===== src/rtl/hilo_if.sv =====
// hilo_if: request, result and multiplier-port bundle for hilo_unit.
// slave is the unit side; master is the requester/multiplier side.
interface hilo_if;
  logic        valid;
  logic [2:0]  op;
  logic [31:0] rs_data;
  logic [31:0] rt_data;
  logic [31:0] mul_a;
  logic [31:0] mul_b;
  logic [63:0] mul_z;
  logic        busy;
  logic        done;
  logic [31:0] hi;
  logic [31:0] lo;
  logic        err;

  modport slave (
    input  valid, op, rs_data, rt_data, mul_z,
    output mul_a, mul_b, busy, done, hi, lo, err
  );

  modport master (
    output valid, op, rs_data, rt_data, mul_z,
    input  mul_a, mul_b, busy, done, hi, lo, err
  );
endinterface


===== src/rtl/hilo_unit.sv =====
// hilo_unit: HI/LO registers sequencing an external MUL_LAT-cycle multiplier.
// Define HILO_SIGNED_EN to build signed MULT; otherwise MULT raises err.
module hilo_unit #(
  parameter int unsigned MUL_LAT = 4
) (
  input  logic  clk,
  input  logic  reset,
  hilo_if.slave bus
);

  typedef enum logic [1:0] {
    IDLE  = 2'd0,
    WAIT  = 2'd1,
    WRITE = 2'd2
  } state_t;

  localparam logic [2:0] OP_MULTU = 3'd1;
  localparam logic [2:0] OP_MULT  = 3'd2;
  localparam logic [2:0] OP_MTHI  = 3'd3;
  localparam logic [2:0] OP_MTLO  = 3'd4;
  localparam logic [3:0] CNT_INIT = 4'(MUL_LAT - 1);

  state_t      r_state;
  state_t      w_next;
  logic [3:0]  r_cnt;
  logic [31:0] r_a;
  logic [31:0] r_b;
  logic [31:0] r_hi;
  logic [31:0] r_lo;
  logic        r_err;

  logic        w_acc;
  logic        w_mulu;
  logic        w_mult;
  logic        w_mthi;
  logic        w_mtlo;
  logic        w_start;
  logic        w_err;
  logic        w_busy;
  logic        w_done;
  logic [31:0] w_a;
  logic [31:0] w_b;
  logic [63:0] w_prod;

  assign w_acc  = bus.valid && (r_state == IDLE);
  assign w_mulu = w_acc && (bus.op == OP_MULTU);
  assign w_mult = w_acc && (bus.op == OP_MULT);
  assign w_mthi = w_acc && (bus.op == OP_MTHI);
  assign w_mtlo = w_acc && (bus.op == OP_MTLO);

`ifdef HILO_SIGNED_EN
  logic r_neg;

  // Magnitudes go to the unsigned multiplier; 0x80000000 negates to itself.
  assign w_start = w_mulu | w_mult;
  assign w_a     = (w_mult && bus.rs_data[31]) ? -bus.rs_data : bus.rs_data;
  assign w_b     = (w_mult && bus.rt_data[31]) ? -bus.rt_data : bus.rt_data;
  assign w_prod  = r_neg ? -bus.mul_z : bus.mul_z;
  assign w_err   = 1'b0;

  always_ff @(posedge clk or negedge reset) begin
    if (!reset) begin
      r_neg <= 1'b0;
    end else if (w_start) begin
      r_neg <= w_mult & (bus.rs_data[31] ^ bus.rt_data[31]);
    end
  end
`else
  assign w_start = w_mulu;
  assign w_a     = bus.rs_data;
  assign w_b     = bus.rt_data;
  assign w_prod  = bus.mul_z;
  assign w_err   = w_mult;
`endif

  always_ff @(posedge clk or negedge reset) begin
    if (!reset) begin
      r_state <= IDLE;
    end else begin
      r_state <= w_next;
    end
  end

  always_comb begin
    w_next = r_state;
    unique case (r_state)
      IDLE:    if (w_start) w_next = WAIT;
      WAIT:    if (r_cnt == 4'd0) w_next = WRITE;
      WRITE:   w_next = IDLE;
      default: w_next = IDLE;
    endcase
  end

  always_comb begin
    w_busy = 1'b0;
    w_done = 1'b0;
    unique case (r_state)
      IDLE:    w_busy = 1'b0;
      WAIT:    w_busy = 1'b1;
      WRITE:   begin
        w_busy = 1'b1;
        w_done = 1'b1;
      end
      default: w_busy = 1'b0;
    endcase
  end

  always_ff @(posedge clk or negedge reset) begin
    if (!reset) begin
      r_cnt <= 4'd0;
      r_a   <= 32'd0;
      r_b   <= 32'd0;
      r_err <= 1'b0;
    end else begin
      r_err <= w_err;
      if (w_start) begin
        r_cnt <= CNT_INIT;
        r_a   <= w_a;
        r_b   <= w_b;
      end else if (r_state == WAIT && r_cnt != 4'd0) begin
        r_cnt <= r_cnt - 4'd1;
      end
    end
  end

  always_ff @(posedge clk or negedge reset) begin
    if (!reset) begin
      r_hi <= 32'd0;
      r_lo <= 32'd0;
    end else if (r_state == WRITE) begin
      {r_hi, r_lo} <= w_prod;
    end else if (w_mthi) begin
      r_hi <= bus.rs_data;
    end else if (w_mtlo) begin
      r_lo <= bus.rs_data;
    end
  end

  assign bus.mul_a = r_a;
  assign bus.mul_b = r_b;
  assign bus.busy  = w_busy;
  assign bus.done  = w_done;
  assign bus.hi    = r_hi;
  assign bus.lo    = r_lo;
  assign bus.err   = r_err;

endmodule


===== src/flat_wrapper.sv =====
// flat-port wrapper written by rule: the top's interface ports become plain ports
module hilo_unit_flat 
#(
  parameter int unsigned MUL_LAT = 4
)
  (clk, reset, bus_valid, bus_op, bus_rs_data, bus_rt_data, bus_mul_z, bus_mul_a, bus_mul_b, bus_busy, bus_done, bus_hi, bus_lo, bus_err);
  hilo_if bus_i ();
  input  logic clk;
  input  logic reset;
  input wire logic [$bits(bus_i.valid)-1:0] bus_valid;
  input wire logic [$bits(bus_i.op)-1:0] bus_op;
  input wire logic [$bits(bus_i.rs_data)-1:0] bus_rs_data;
  input wire logic [$bits(bus_i.rt_data)-1:0] bus_rt_data;
  input wire logic [$bits(bus_i.mul_z)-1:0] bus_mul_z;
  output wire logic [$bits(bus_i.mul_a)-1:0] bus_mul_a;
  output wire logic [$bits(bus_i.mul_b)-1:0] bus_mul_b;
  output wire logic [$bits(bus_i.busy)-1:0] bus_busy;
  output wire logic [$bits(bus_i.done)-1:0] bus_done;
  output wire logic [$bits(bus_i.hi)-1:0] bus_hi;
  output wire logic [$bits(bus_i.lo)-1:0] bus_lo;
  output wire logic [$bits(bus_i.err)-1:0] bus_err;
  assign bus_i.valid = bus_valid;
  assign bus_i.op = bus_op;
  assign bus_i.rs_data = bus_rs_data;
  assign bus_i.rt_data = bus_rt_data;
  assign bus_i.mul_z = bus_mul_z;
  assign bus_mul_a = bus_i.mul_a;
  assign bus_mul_b = bus_i.mul_b;
  assign bus_busy = bus_i.busy;
  assign bus_done = bus_i.done;
  assign bus_hi = bus_i.hi;
  assign bus_lo = bus_i.lo;
  assign bus_err = bus_i.err;
  hilo_unit #(.MUL_LAT(MUL_LAT)) u_core (.clk(clk), .reset(reset), .bus(bus_i));
endmodule

===== config.mk =====
export PLATFORM = sky130hd
export DESIGN_NAME = hilo_unit_flat
export DESIGN_NICKNAME = d
export VERILOG_FILES = /design/src/rtl/hilo_if.sv /design/src/rtl/hilo_unit.sv /design/src/flat_wrapper.sv
export SDC_FILE = /design/constraint.sdc
export NUM_CORES = 1
export LEC_CHECK = 0
export ABC_AREA = 1
export CORE_MARGIN = 5
export CORE_UTILIZATION = 35
export CTS_BUF_LIST = sky130_fd_sc_hd__clkbuf_16
export CTS_CLUSTER_DIAMETER = 60
export DETAILED_ROUTE_END_ITERATION = 7
export DONT_BUFFER_PORTS = 1
export PLACE_DENSITY = 0.51
export SKIP_LAST_GASP = 1
export SLEW_MARGIN = 20
export SYNTH_ARGS = -nofsm -noshare
export SYNTH_HDL_FRONTEND = slang
export SYNTH_SLANG_ARGS = --single-unit

===== constraint.sdc =====
create_clock -name clk -period 1.64 [get_ports clk]
set_input_delay 0.164 -clock clk [delete_from_list [all_inputs] [get_ports clk]]
set_output_delay 0.164 -clock clk [all_outputs]
set_load 0.02 [all_outputs]

# After elaboration in Yosys (flattened, before gate mapping)
# Cells that the tools add are included.
[word_totals] elab_cells=44 input_bits=134 output_inout_bits=131 ff_bits=135
[classes] n_mux=12 n_addsub=1 reduce_logical=15 eq_ne=9
[ops] op="32-bit 2-to-1 mux" count=5
[ops] op="4-bit 2-to-1 mux" count=2
[ops] op="3-bit by 2-bit == test with 1-bit output, second input constant" count=2
[ops] op="1-bit logical AND" count=6
[ops] op="2-bit nonzero test" count=3
[ops] op="4-bit logical NOT" count=1
[ops] op="2-bit 2-to-1 mux" count=2
[ops] op="2-bit by 1-bit != test with 1-bit output, second input constant" count=2
[ops] op="2-bit one-hot mux with 2 select lines" count=1
[ops] op="2-bit AND reduction" count=2
[ops] op="4-bit nonzero test" count=1
[ops] op="4-bit by 1-bit subtractor with 4-bit output, second input constant" count=1
[ops] op="3-bit by 1-bit == test with 1-bit output, second input constant" count=1
[ops] op="3-bit == test, second input constant" count=1
[ops] op="2-bit by 1-bit == test with 1-bit output, second input constant" count=1
[ops] op="2-bit == test, second input constant" count=1
[ops] op="2-bit logical NOT" count=1
[ops] op="1-bit 2-to-1 mux" count=2
[ops] op="2-bit != test, second input constant" count=1
[ops] op="2-bit OR reduction" count=1

# Logic depth before layout (Yosys ltp)
# Gate-level depths: netlist of run 1.
[logic_depth] depth_word=6 ltp_mapped=10 mapped_depth_nobuf=9

# Worst setup path before layout of run 1
# No wires, ideal clock.
[synth_path] kind="flip-flop to flip-flop" start="register u_core.r_state[0]" end="register u_core.r_lo[10] (netlist: u_core.bus.lo[10])" path_slack_ns=0.107 required_ns=1.574 path_stages_with_launch=9 setup_ns=0.066 period_less_slack_ns=1.533 n_path_buf=2 arrival_ns=1.467 cell_sequence="dfrtp_1 -> inv_1 -> ha_1 -> buf_2 -> buf_1 -> nand2_1 -> nand2_1 -> nand2_1 -> nand2_1"
[synth_between] elab_chain_cells=5 elab_cells_between_ends=9 classes_between="2 x eq/ne; 1 x mux; 6 x reduce/logical"
[synth_rtl] element="start: declaration" line_no="hilo_unit.sv:23" source="state_t r_state;"
[synth_rtl] element="start signal: assignment" line_no="hilo_unit.sv:80" source="r_state <= w_next;"
[synth_rtl] element="2-bit logical NOT" line_no="hilo_unit.sv:45" source="assign w_acc = bus.valid && (r_state == IDLE);"
[synth_rtl] element="1-bit logical AND" line_no="hilo_unit.sv:45"
[synth_rtl] element="1-bit logical AND (on tied branches)" line_no="hilo_unit.sv:48, hilo_unit.sv:49"
[synth_rtl] element="2-bit != test (no source line) / 2-bit nonzero test (equally long branches)"
[synth_rtl] element="2-bit AND reduction (no source line)"
[synth_rtl] element="end signal: assignment" line_no="hilo_unit.sv:131" source="{r_hi, r_lo} <= w_prod;"
[synth_rtl] element="end signal: assignment" line_no="hilo_unit.sv:135" source="r_lo <= bus.rs_data;"
[synth_rtl] element="end: declaration" line_no="hilo_unit.sv:29" source="logic [31:0] r_lo;"
# Parallel ways exist; a longest one is shown, timed or not.
# A chain may end at the register's enable or synchronous reset.

# Worst setup path in the final report of run 1
[layout_path] start="register u_core.r_state[0]" end="output port bus_done"
[layout_between] elab_chain_cells=2
[layout_rtl] element="2-bit == test" line_no="hilo_unit.sv:97" source="unique case (r_state)"
[layout_rtl] element="1-bit 2-to-1 mux" line_no="hilo_unit.sv:97"
[layout_rtl] element="end: declaration" line_no="flat_wrapper.sv:18" source="output wire logic [$bits(bus_i.done)-1:0] bus_done;"
# No other way between the ends.

==> impl_metrics.csv, run 1 <==
group,metric,value,unit
final_layout,drive_gt1_frac,0.0740,
pwr,p_clk_frac,0.223,
final_layout,antenna_cells,0,
timing,slew_headroom,0.737,
critical_path,startpoint_type,"flop",
clock_network,cts_max_path_buffers,2,
routing,vias,5615,
status,violations,"negative hold slack",
clock_network,cts_sinks,135,
critical_path,end_kind,"output pin",
global_routing,grt_pass1_vias,5757,
floorplanning,die_area,19800,um^2
pwr,net-switching-power,7.47,mW
synth,yosys-top-cells-count,"nand2_1, dfrtp_1, nand3_1, clkbuf_1, buf_4",
timing,clock_skew,0.00667,ns
timing,period_share,0.954,
pwr,p_leak,4.37,nW
clock_network,cts_hold_repair.buffers,129,
pwr,max-vdd-ir-drop,895,uV
final_layout,syn_to_final_growth,38.8,%
pwr,power_density,1970,nW/um^2
synth,postSynthCellCount,777,
synth,syn_avg_cell_area,7.71,um^2
pwr,sw_frac_of_total,0.455,
synth,synth_top_area_share,0.564,
timing,grt_setup_unrepaired,"true",
critical_path,cpPeakStageDelay,0.40,ns
floorplanning,io_pins,265,
floorplanning,row_count,47,
synth,yosysUniqueCellTypes,18,
timing,drv_slew,0,
clock_network,cts_tree,"done",
critical_path,critPathRequiredTime,1.48,ns
synth,synthesis.nets,916,
clock_network,clkTransAtPathRegs,0.06,ns
timing,hold_violations,135,
placed_design,gp_congestion,0.890,
synth,synth.most_common_cell,"nand2_1",
flow_run,max-cap-violations,0,
global_routing,gr-total-overflow,0,
final_layout,final_cell_count_no_fill,1139,
synth,synth_edf_count,0,
routing,drt-wirelength-per-cell,17.8,um
synth,synth_area,5990,um^2
critical_path,cp.arrival,1.40,ns
critical_path,slowest_stage,"dfrtp_1",
floorplanning,initial_core_util,0.359,
critical_path,worstSetupPathType,"flop to output pin",
critical_path,cp_cell_sequence,"inv_2, ha_4, buf_12, buf_4",
clock_network,root_buffer,"clkbuf_16",
critical_path,crit_family,"buffers and inverters",
synth,yosysTopAreaCell,"dfrtp_1",
synth,yosysSeqAreaShare,0.564,
timing,setup_viol,0,
routing,first_pass_iters,6,
timing,fmax,639,MHz
global_routing,grt_usage,0.197,
routing,avgViaCountPerCell,4.93,
clock_network,cts_max_level,4,
placed_design,dp_hpwl,13200,um
global_routing,grt_pass1_wl,31000,um
floorplanning,dieWidth,141,um
timing,tightest_slew,0.395,ns
routing,postRouteAntennaNets,0,
routing,drtIter0Drc,257,
placed_design,dpl.cell_count,974,
synth,synth_top_flop_cell,"dfrtp_1",
synth,synth_seq_cells,135,
final_layout,nets,1045,
status,status,"finished, violations left",
routing,drc_errors,0,
timing,worst_slack,0.0754,ns
timing,whs,-0.557,ns
pwr,power,16.4,mW
min_path,hp-class,"input pin to async pin",
global_routing,antenna_found_initial,0,
floorplanning,core_area,16700,um^2
pwr,internal-power,8.95,mW
synth,synth_warnings,0,
timing,fin_crit,1.56,ns
floorplanning,die_h,141,um
clock_network,cts_buffers,17,
critical_path,crit_path_max_fanout,15,
critical_path,path_buf_inv,3,
clock_network,clk_latency,0.41,ns
pwr,pwr-share-seq,0.489,
global_routing,grt_max_degree,136,
routing,wirelength,20200,um
placed_design,io_buffers,0,
placed_design,post-place-ws,-0.000750,ns
synth,async_flop_share,1.00,
pwr,combPwrFrac,0.288,
synth,synth_area_leaders,"dfrtp_1, nand2_1, nand3_1, buf_4, ha_1",
[kinds of logic (layout without fill, tap and decap cells)]
kind of cell,count (synthesis),after routing,synth area share
adders and majority gates,5,5,0.0104
xor gates and xnor gates,1,1,0.00146
buffers and inverters,53,195,0.0420
AOI/OAI and AO/OA,2,2,0.00251
and+or+nand+nor,581,581,0.380
DFF,135,135,0.564
[cells in the final DEF (no fill, tap or decap), drive strengths merged]
cell type,n
clkbuf,19
clkinvlp,4
nand2,503
dfrtp,135
o211ai,1
xor2,1
ha,5
nand4,1
nor2,6
buf,22
clkinv,5
bufinv,1
nor4,1
inv,15
nand3,70
dlygate4sd3,129
a21boi,1
[area by class of cell]
type / instances / area (um^2)
timing repair buffer: 153 / 1640
multi-input combinational: 589 / 2420
clock buffer: 17 / 425
sequential: 135 / 3380
inverter: 10 / 40.0
fill: 1567 / 8380
tap: 220 / 275
clock inverter: 15 / 145
[flip-flops by register name, summed over array words and instances (netlist names)]
register	flops
u_core.bus.hi	32
u_core.bus.lo	32
u_core.bus.mul_a	32
u_core.bus.mul_b	32
u_core.r_cnt	4
u_core.r_state	2
u_core.bus.err	1
[metal layers]
| metal | wire length, um | track usage | up-vias |
|---|---|---|---|
| met5 | 0 | 0 | - |
| met4 | 517 | 0.0683 | 0 |
| met3 | 1860 | 0.0684 | 45 |
| met2 | 10200 | 0.338 | 258 |
| met1 | 7660 | 0.231 | 2662 |
| li1 | - | - | 2650 |
[stage by stage]
step	util	instance area (um^2)	hold WS [ns]	setup TNS, ns
finish	0.498	8320	-0.557	0
global route	0.498	8320	-0.583	-0.0104
detailed placement	0.378	6310	-0.127	-0.000750
global placement	0.378	6310	-0.127	0
CTS	0.490	8190	-0.574	-0.0351
floorplan	-	5990	-0.132	0
[worst paths after layout]
check                                   from                    to  slack (ns)  cells past startpoint
setup reg to reg           u_core.r_state[0]        u_core.bus.err        0.09                      5
hold / removal                         reset  u_core.bus.mul_b[26]       -0.56                      0
setup / recovery           u_core.r_state[0]              bus_done        0.08                      4
hold reg to reg              u_core.r_cnt[0]       u_core.r_cnt[0]        0.51                      2
min in group clk             bus_rs_data[26]     u_core.bus.lo[26]        0.01                      4
max in group asynchronous              reset     u_core.bus.lo[30]        2.06                      0
[worst reg2reg max path, delay by kind of cell (launching register included)]
kind | cells | cell delay, ns
adder cells (fa/ha/maj) | 1 | 0.16
flip-flops | 1 | 0.40
buffers and inverters | 2 | 0.69
AND/OR/NAND/NOR | 2 | 0.25
[timing repair]
action	in CTS	in global routing
gates cloned	0	2
resized for setup	4	17
endpoints found under the setup margin	4	132
pin swaps	0	1
hold endpoints to repair	263	135
setup buffers	0	2
[power groups by stage]
stage               combinational [mW]  clock, mW  sequential (mW)
floorplan                         3.15          0             7.52
global placement                  4.04          0             8.07
detailed placement                4.23          0             8.06
CTS                               4.53       3.76             8.05
global route                      5.40       3.94             8.21
finish                            4.73       3.66             8.02
Power figures use the tool's default switching activity.
==> inputs of run 2 (changes only) <==
--- a/config.mk
+++ b/config.mk
@@ -13,6 +13,7 @@
 export DETAILED_ROUTE_END_ITERATION = 7
 export DONT_BUFFER_PORTS = 1
 export PLACE_DENSITY = 0.51
+export RECOVER_POWER = 100
 export SKIP_LAST_GASP = 1
 export SLEW_MARGIN = 20
 export SYNTH_ARGS = -nofsm -noshare
==> run 2 against run 1 <==
Net effect:
- setup slack worse by 0.0011 ns
- sequential share of layout area about the same
- the flow still finishes with violations (negative hold slack)
- global-route usage did not move
- final cell count is the same
- register-to-register slack about the same
- clock skew barely moved
- maximum frequency is essentially flat
- critical path depth is the same
- design area is essentially flat
- via count fell by 0.30%
==> impl_metrics.csv, run 2 (same netlist as run 1, synthesis figures left out) <==
group,metric,value,unit
pwr,internal-power,8.94,mW
clock_network,clkTransAtPathRegs,0.06,ns
routing,avgViaCountPerCell,4.91,
clock_network,clk_latency,0.41,ns
final_layout,design_area,8320,um^2
timing,tightest_slew,0.391,ns
clock_network,cts_buffers,17,
global_routing,gr-total-overflow,0,
min_path,hp-class,"input pin to async pin",
routing,postRouteAntennaNets,0,
final_layout,nFillCells,1570,
critical_path,crit_path_max_fanout,15,
critical_path,worstSetupPathType,"flop to output pin",
final_layout,most-common-layout-cells,"nand2_1, dfrtp_1, dlygate4sd3_1",
global_routing,grt_max_degree,136,
clock_network,cts_max_level,4,
placed_design,gp_congestion,0.890,
floorplanning,initial_core_util,0.359,
floorplanning,io_pins,265,
placed_design,place_area,6310,um^2
pwr,p_clk_frac,0.223,
status,status,"finished, violations left",
final_layout,fin_util,0.498,
critical_path,end_kind,"output pin",
critical_path,startpoint_type,"flop",
timing,grt_setup_unrepaired,"true",
placed_design,io_buffers,0,
critical_path,critPathRequiredTime,1.48,ns
floorplanning,die_h,141,um
clock_network,cts_sinks,135,
clock_network,cts_max_path_buffers,2,
flow_run,max-cap-violations,0,
pwr,p_leak,4.37,nW
timing,slew_headroom,0.739,
critical_path,r2r-end,"u_core.bus.err",
pwr,sw_frac_of_total,0.455,
clock_network,cts_tree,"done",
status,violations,"negative hold slack",
timing,period_share,0.955,
critical_path,cp.arrival,1.40,ns
final_layout,final_cell_count_no_fill,1139,
timing,drv_slew,0,
floorplanning,core_area,16700,um^2
critical_path,critPathCapture,"bus_done",
pwr,max-vdd-ir-drop,897,uV
critical_path,path_buf_inv,3,
critical_path,crit_family,"buffers and inverters",
pwr,pwr-share-seq,0.489,
critical_path,r2r_start,"u_core.r_state[0]",
critical_path,reg2reg_depth,5,
routing,wirelength,20200,um
timing,fmax,639,MHz
final_layout,antenna_cells,0,
critical_path,cp_cell_sequence,"inv_2, ha_4, buf_12, buf_4",
clock_network,root_buffer,"clkbuf_16",
placed_design,dp_hpwl,13200,um
timing,setup_viol,0,
critical_path,crit_start,"u_core.r_state[0]",
pwr,combPwrFrac,0.288,
placed_design,dpl.cell_count,974,
routing,drtIter0Drc,273,
timing,fin_crit,1.57,ns
routing,drc_errors,0,
timing,worst_slack,0.0744,ns
final_layout,drive_gt1_frac,0.0740,
global_routing,grt_usage,0.197,
floorplanning,row_count,47,
critical_path,cp.depth,4,
placed_design,post-place-ws,-0.000750,ns
global_routing,grt_pass1_vias,5757,
timing,hold_violations,135,
critical_path,cpPeakStageDelay,0.40,ns
routing,vias,5598,
floorplanning,die_area,19800,um^2
routing,first_pass_iters,5,
pwr,power_density,1970,nW/um^2
pwr,net-switching-power,7.46,mW
routing,drt-wirelength-per-cell,17.7,um
global_routing,antenna_found_initial,0,
final_layout,syn_to_final_growth,38.7,%
global_routing,grt_pass1_wl,31000,um
timing,tns,0,ns
timing,clock_skew,0.00668,ns
timing,whs,-0.557,ns
critical_path,reg2reg_slack,0.08,ns
final_layout,mostFrequentLayoutCell,"nand2_1",
floorplanning,dieWidth,141,um
final_layout,nets,1045,
clock_network,cts_hold_repair.buffers,129,
critical_path,slowest_stage,"dfrtp_1",
## run 2: cell count changes in the layout (fill, tap and decap cells not counted), sizes merged
cell and delta:
clkbuf +1, buf -1
## run 2: cell type report
type	instances	area [um^2]	area share
clock buffer	17	425	0.0512
clock inverter	15	145	0.0175
inverter	10	40.0	0.00481
multi-input combinational	589	2420	0.291
sequential	135	3380	0.406
tap	220	275	0.0331
timing repair buffer	153	1630	0.196
## run 2: routing by layer
layer / wire, um / GRT usage / part of all wire
met1: 7600 / 0.231 / 0.38
met2: 10200 / 0.338 / 0.50
met5: 0 / 0 / 0
met4: 548 / 0.0683 / 0.027
met3: 1900 / 0.0684 / 0.094
## run 2: how the worst min path moves through the flow
stage	slack, ns	start	to	cells past startpoint
after detailed placement	-0.13	reset	u_core.bus.mul_b[26]	0
after floorplan	-0.13	reset	u_core.bus.err	0
final	-0.56	reset	u_core.bus.mul_b[26]	0
after global placement	-0.13	reset	u_core.bus.mul_b[26]	0
after global routing	-0.58	reset	u_core.bus.mul_b[26]	0
after CTS	-0.57	reset	u_core.bus.mul_b[26]	0
## run 2: power groups by stage
stage                     logic, mW  clock network (mW)  registers [mW]
after floorplan                3.15                   0            7.52
after global placement         4.04                   0            8.07
after detailed placement       4.23                   0            8.06
after CTS                      4.53                3.76            8.05
after global routing           5.40                3.94            8.21
final                          4.72                3.66            8.02
## run 2: what timing repair did
| item | 4_1_cts | 5_1_grt |
|---|---|---|
| hold endpoints to repair | 263 | 135 |
| endpoints found under the setup margin | 4 | 132 |
| setup buffers | 0 | 2 |
| pin swaps | 0 | 1 |
| resized for setup | 4 | 17 |
| gates cloned | 0 | 2 |
## run 2: through the flow
stage / total power, mW / hold slack [ns]
floorplan: 10.7 / -0.132
global placement: 12.1 / -0.127
detailed placement: 12.3 / -0.127
CTS: 16.3 / -0.574
global route: 17.5 / -0.583
finish: 16.4 / -0.557
## run 2: worst register-to-register path, cell delays in order, from the launching register on
cell           delay (ns)
dfrtp_1              0.40
inv_2                0.11
ha_4                 0.16
nand2_2              0.08
nor4_1               0.17
dlygate4sd3_1        0.58
